==> src/rtl/seg_scan_driver.sv <==
// Multiplexed 4-digit seven-segment scanner with per-frame shadowed inputs
// and 16-level PWM brightness; all outputs are registered.
module seg_scan_driver #(
    parameter int unsigned SUB_DIV = 3125
) (
    input  logic        clk,
    input  logic        rst,
    input  logic [15:0] digitData,
    input  logic [3:0]  dpMask,
    input  logic [3:0]  blankMask,
    input  logic [3:0]  brightness,
    output logic [7:0]  SEG,
    output logic [3:0]  SEGCS,
    output logic        frameStart
);

    localparam int unsigned CW = (SUB_DIV > 1) ? $clog2(SUB_DIV) : 1;

    logic [CW-1:0] r_subCnt;
    logic [3:0]    r_pwm;
    logic [1:0]    r_index;
    logic [15:0]   r_digitShadow;
    logic [3:0]    r_dpShadow;
    logic [3:0]    r_blankShadow;
    logic [3:0]    r_brightShadow;
    logic [7:0]    r_seg;
    logic [3:0]    r_segcs;
    logic          r_frameStart;

    logic          w_subTick;
    logic          w_slotEnd;
    logic          w_frameEnd;
    logic          w_on;
    logic [3:0]    w_nibble;
    logic [6:0]    w_segs;

    assign w_subTick  = (r_subCnt == CW'(SUB_DIV - 1));
    assign w_slotEnd  = w_subTick && (r_pwm == 4'hF);
    assign w_frameEnd = w_slotEnd && (r_index == 2'd3);
    assign w_on       = (r_pwm <= r_brightShadow) && !r_blankShadow[r_index];

    always_comb begin
        w_nibble = '0;
        case (r_index)
            2'd0: w_nibble = r_digitShadow[3:0];
            2'd1: w_nibble = r_digitShadow[7:4];
            2'd2: w_nibble = r_digitShadow[11:8];
            2'd3: w_nibble = r_digitShadow[15:12];
            default: w_nibble = '0;
        endcase
    end

    // Segment order g..a, bit0 = a.
    always_comb begin
        w_segs = '0;
        case (w_nibble)
            4'h0: w_segs = 7'h3F;
            4'h1: w_segs = 7'h06;
            4'h2: w_segs = 7'h5B;
            4'h3: w_segs = 7'h4F;
            4'h4: w_segs = 7'h66;
            4'h5: w_segs = 7'h6D;
            4'h6: w_segs = 7'h7D;
            4'h7: w_segs = 7'h07;
            4'h8: w_segs = 7'h7F;
            4'h9: w_segs = 7'h6F;
            4'hA: w_segs = 7'h77;
            4'hB: w_segs = 7'h7C;
            4'hC: w_segs = 7'h39;
            4'hD: w_segs = 7'h5E;
            4'hE: w_segs = 7'h79;
            4'hF: w_segs = 7'h71;
            default: w_segs = '0;
        endcase
    end

    always_ff @(posedge clk or posedge rst) begin
        if (rst) begin
            r_subCnt       <= '0;
            r_pwm          <= '0;
            r_index        <= '0;
            r_digitShadow  <= '0;
            r_dpShadow     <= '0;
            r_blankShadow  <= '0;
            r_brightShadow <= '0;
            r_seg          <= '0;
            r_segcs        <= '1;
            r_frameStart   <= 1'b0;
        end else begin
            r_subCnt <= w_subTick ? '0 : r_subCnt + 1'b1;
            if (w_subTick) r_pwm   <= r_pwm + 1'b1;
            if (w_slotEnd) r_index <= r_index + 1'b1;
            // Shadows load on the same edge the counters wrap to digit 0.
            if (w_frameEnd) begin
                r_digitShadow  <= digitData;
                r_dpShadow     <= dpMask;
                r_blankShadow  <= blankMask;
                r_brightShadow <= brightness;
            end
            r_frameStart <= w_frameEnd;
            r_segcs      <= w_on ? ~(4'b0001 << r_index) : '1;
            r_seg        <= w_on ? {r_dpShadow[r_index], w_segs} : '0;
        end
    end

    assign SEG        = r_seg;
    assign SEGCS      = r_segcs;
    assign frameStart = r_frameStart;

endmodule

==> config.mk <==
export PLATFORM = sky130hd
export DESIGN_NAME = seg_scan_driver
export DESIGN_NICKNAME = d
export VERILOG_FILES = /design/src/rtl/seg_scan_driver.sv
export SDC_FILE = /design/constraint.sdc
export NUM_CORES = 1
export LEC_CHECK = 0
export BUFFER_PORTS_ARGS = -buffer_cell sky130_fd_sc_hd__buf_4
export CORE_AREA = 2 2 88 90
export DETAILED_ROUTE_END_ITERATION = 12
export DIE_AREA = 0 0 90 92
export PLACE_DENSITY = 0.59
export SYNTH_ARGS = -nofsm -noshare
export SYNTH_HDL_FRONTEND = slang
export SYNTH_SLANG_ARGS = --single-unit
==> constraint.sdc <==
create_clock -name clk -period 3.1 [get_ports clk]
set_input_delay 0.31 -clock clk [delete_from_list [all_inputs] [get_ports clk]]
set_output_delay 0.31 -clock clk [all_outputs]
set_load 0.01 [all_outputs]
==> reports/metrics.csv <==
metric;value;unit
status;finished, violations left;
failing checks;hold timing;
htree depth;3;
Most common cell on crit path;ha_1;
Crit-path slowest cell;a222oi_1;
mapped cell area;2880;um^2
clock skew;0.0116;ns
Critical Path Max Stage Delay;0.51;ns
Fin Setup TNS;0;ns
CP top delay family;compound AO/OA/AOI/OAI gates;
RSZ-0062 raised after global routing;false;
Period minus WS final;2.60;ns
synthesis-to-finish area growth;21.0;%
Placer Congestion;0.835;
# hold bufs at CTS;0;
via-per-instance ratio;4.78;
Main synth FF type;dfrtp_1;
Design Power;1.57;mW
CP max FO;7;
fin crit share;84.0;%
Detailed Route WL;5.39;mm
Place WS;0.507;ns
initial antenna violation count;0;
Synth cell types;43;
Least-Margin Pin Slew;0.644;ns
CTS buffer count;9;
Crit. End Element;register;
pins over their slew limit;0;
required time of the critical path;3.34;ns
Worst R2R Path Depth;7;
crit-path cells;ha_1 > a222oi_1 > mux2i_1 > ha_1 > o21ai_0 > o22ai_1 > a221oi_1;
final setup fails;0;
vias in the first global route;1900;
LEAKAGE;1.72;nW
clock root buffer;clkbuf_8;
Routed Antenna Nets;0;
Fillers;707;
Post-Syn Area per Cell;12.3;um^2
crit path from;r_index[0]$_DFFE_PP0P_;
row cnt;32;
crit path buf inv count;0;
post-CTS sizing;0;
1st-iter DRT viols;103;
FMAX;384;MHz
Starting Density;38.7;%
Clock Tree Buf Depth;2;
number of synthesized register bits;59;
most common cell after layout, fill and taps aside;dfrtp_1;
yosys synthesis warning count;0;
Core ar.;7450;um^2
Syn Nets;281;
largest net degree at the start of global routing;37;
Ant. Diodes;0;
GRT overflow;0;
Setup crit start kind;register;
# IOs;43;
detailed-route via count;1869;
first-pass GRT wire length;9.23;mm
post-synthesis sequential area ratio;51.4;%
maximum vdd drop;0.242;mV
Util after Layout;46.8;%
Synth async-reset ratio;100;%
number of cells on the critical path;7;
clk_lat worst skew;0.34;ns
share of cells above drive strength 1;33.9;%
pwr dens;449;nW/um^2
DIE HEIGHT;92;um
WL/cell;13.8;um
gr usage total;14.3;%
PortBufs;42;
Critical Path Sink;SEG[3]$_DFF_PP0_;
number of synthesized flops with an enable pin;0;
dpl hpwl;3.82;mm
Hold Fails Final Rpt;5;
CTS tree;built;
post-CTS setup buffers;0;
CP Class;register to register;
reg2reg setup slack;0.50;ns
reg2reg end;SEG[3]$_DFF_PP0_;
MaxCap Viol Count;0;
Die Wd;90;um
clock tree sinks;59;
cell count after synthesis;234;
HP Class;primary input to async pin;
Hold WS;-0.00795;ns
clock transition at the registers of the reported paths;0.08;ns
layout net count;331;
Reg2Reg Launch Point;r_index[0]$_DFFE_PP0P_;
commonest non-fill, non-tap cells in the layout;dfrtp_1, buf_4, nand2_1;
DRT Pass-1 Iters;4;
crit path DAT;2.85;ns
Final WS setup;0.496;ns
full die area;8280;um^2
Max-Slew Margin vs Limit;56.6;%
DRC viols;0;
cells by family after synthesis:
kind of cell    count (synthesis)  synth area share (%)
simple gates                   64                  11.6
mux                            30                  15.0
fa+ha+maj                      17                  7.38
flops                          59                  51.4
compound gates                 31                  7.34
xor+xnor                       14                  4.25
buf+inv                        19                  3.08
registers in the layout, indices dropped and copies added, names as in the netlist:
| name | cells |
|---|---|
| r_digitShadow | 16 |
| r_subCnt | 12 |
| SEG | 8 |
| SEGCS | 4 |
| r_blankShadow | 4 |
| r_brightShadow | 4 |
| r_dpShadow | 4 |
| r_pwm | 4 |
| r_index | 2 |
| frameStart | 1 |
cell usage after synthesis, types with 3 or more instances:
cell | count | area share (%)
mux2_4 | 20 | 10
dfrtp_1 | 55 | 48
ha_1 | 17 | 7.4
a221oi_1 | 3 | 0.91
nor3_1 | 3 | 0.52
xor2_1 | 4 | 1.2
nand4_1 | 4 | 0.87
mux2_2 | 5 | 2.0
o21ai_0 | 11 | 1.9
nor2_1 | 15 | 2.0
xnor2_1 | 10 | 3.0
nand3_1 | 4 | 0.69
dfstp_2 | 4 | 3.6
nand2_1 | 24 | 3.1
mux2i_1 | 3 | 1.0
inv_1 | 14 | 1.8
a21oi_1 | 4 | 0.69
power breakdown:
group	total (mW)	switching (mW)	internal, mW	leakage (nW)
combinational	0.109	0.0466	0.0623	0.923
sequential	0.803	0.0107	0.792	0.706
clock	0.654	0.352	0.302	0.0872
total	1.57	0.410	1.16	1.72
metrics by stage:
stage / area (um^2) / cells
2_1_floorplan: 2880 / 234
3_3_place_gp: 3300 / 375
3_5_place_dp: 3300 / 375
4_1_cts: 3490 / 391
5_1_grt: 3490 / 391
6_report: 3490 / 391
how the worst min path moves through the flow:
stage,startpoint,depth (start not counted),slack (ns),to
finish,rst,2,-0.008,r_subCnt[9]$_DFF_PP0_
global route,rst,2,0.04,r_subCnt[9]$_DFF_PP0_
CTS,rst,2,0.008,r_subCnt[10]$_DFF_PP0_
detailed placement,rst,2,0.38,r_subCnt[9]$_DFF_PP0_
global placement,rst,2,0.39,r_subCnt[9]$_DFF_PP0_
floorplan,brightness[1],2,0.43,r_brightShadow[1]$_DFFE_PP0P_
area by class of cell:
type | instances | area (um^2) | share of cell area [%]
inverter | 14 | 52.6 | 1.51
clock inverter | 7 | 58.8 | 1.69
clock buffer | 9 | 124 | 3.55
timing repair buffer | 44 | 330 | 9.47
tap | 102 | 128 | 3.66
sequential | 59 | 1480 | 42.5
multi-input combinational | 156 | 1310 | 37.6
metal layers:
| layer | vias up | GRT usage, % | part of all wire (%) |
|---|---|---|---|
| met5 | - | 0 | 0 |
| met4 | 0 | 6.15 | 1.7 |
| met3 | 8 | 3.53 | 4.0 |
| met2 | 39 | 21.4 | 45 |
| met1 | 907 | 19.7 | 49 |
| li1 | 915 | - | - |
Note: power is estimated with default switching activity, not from simulation.
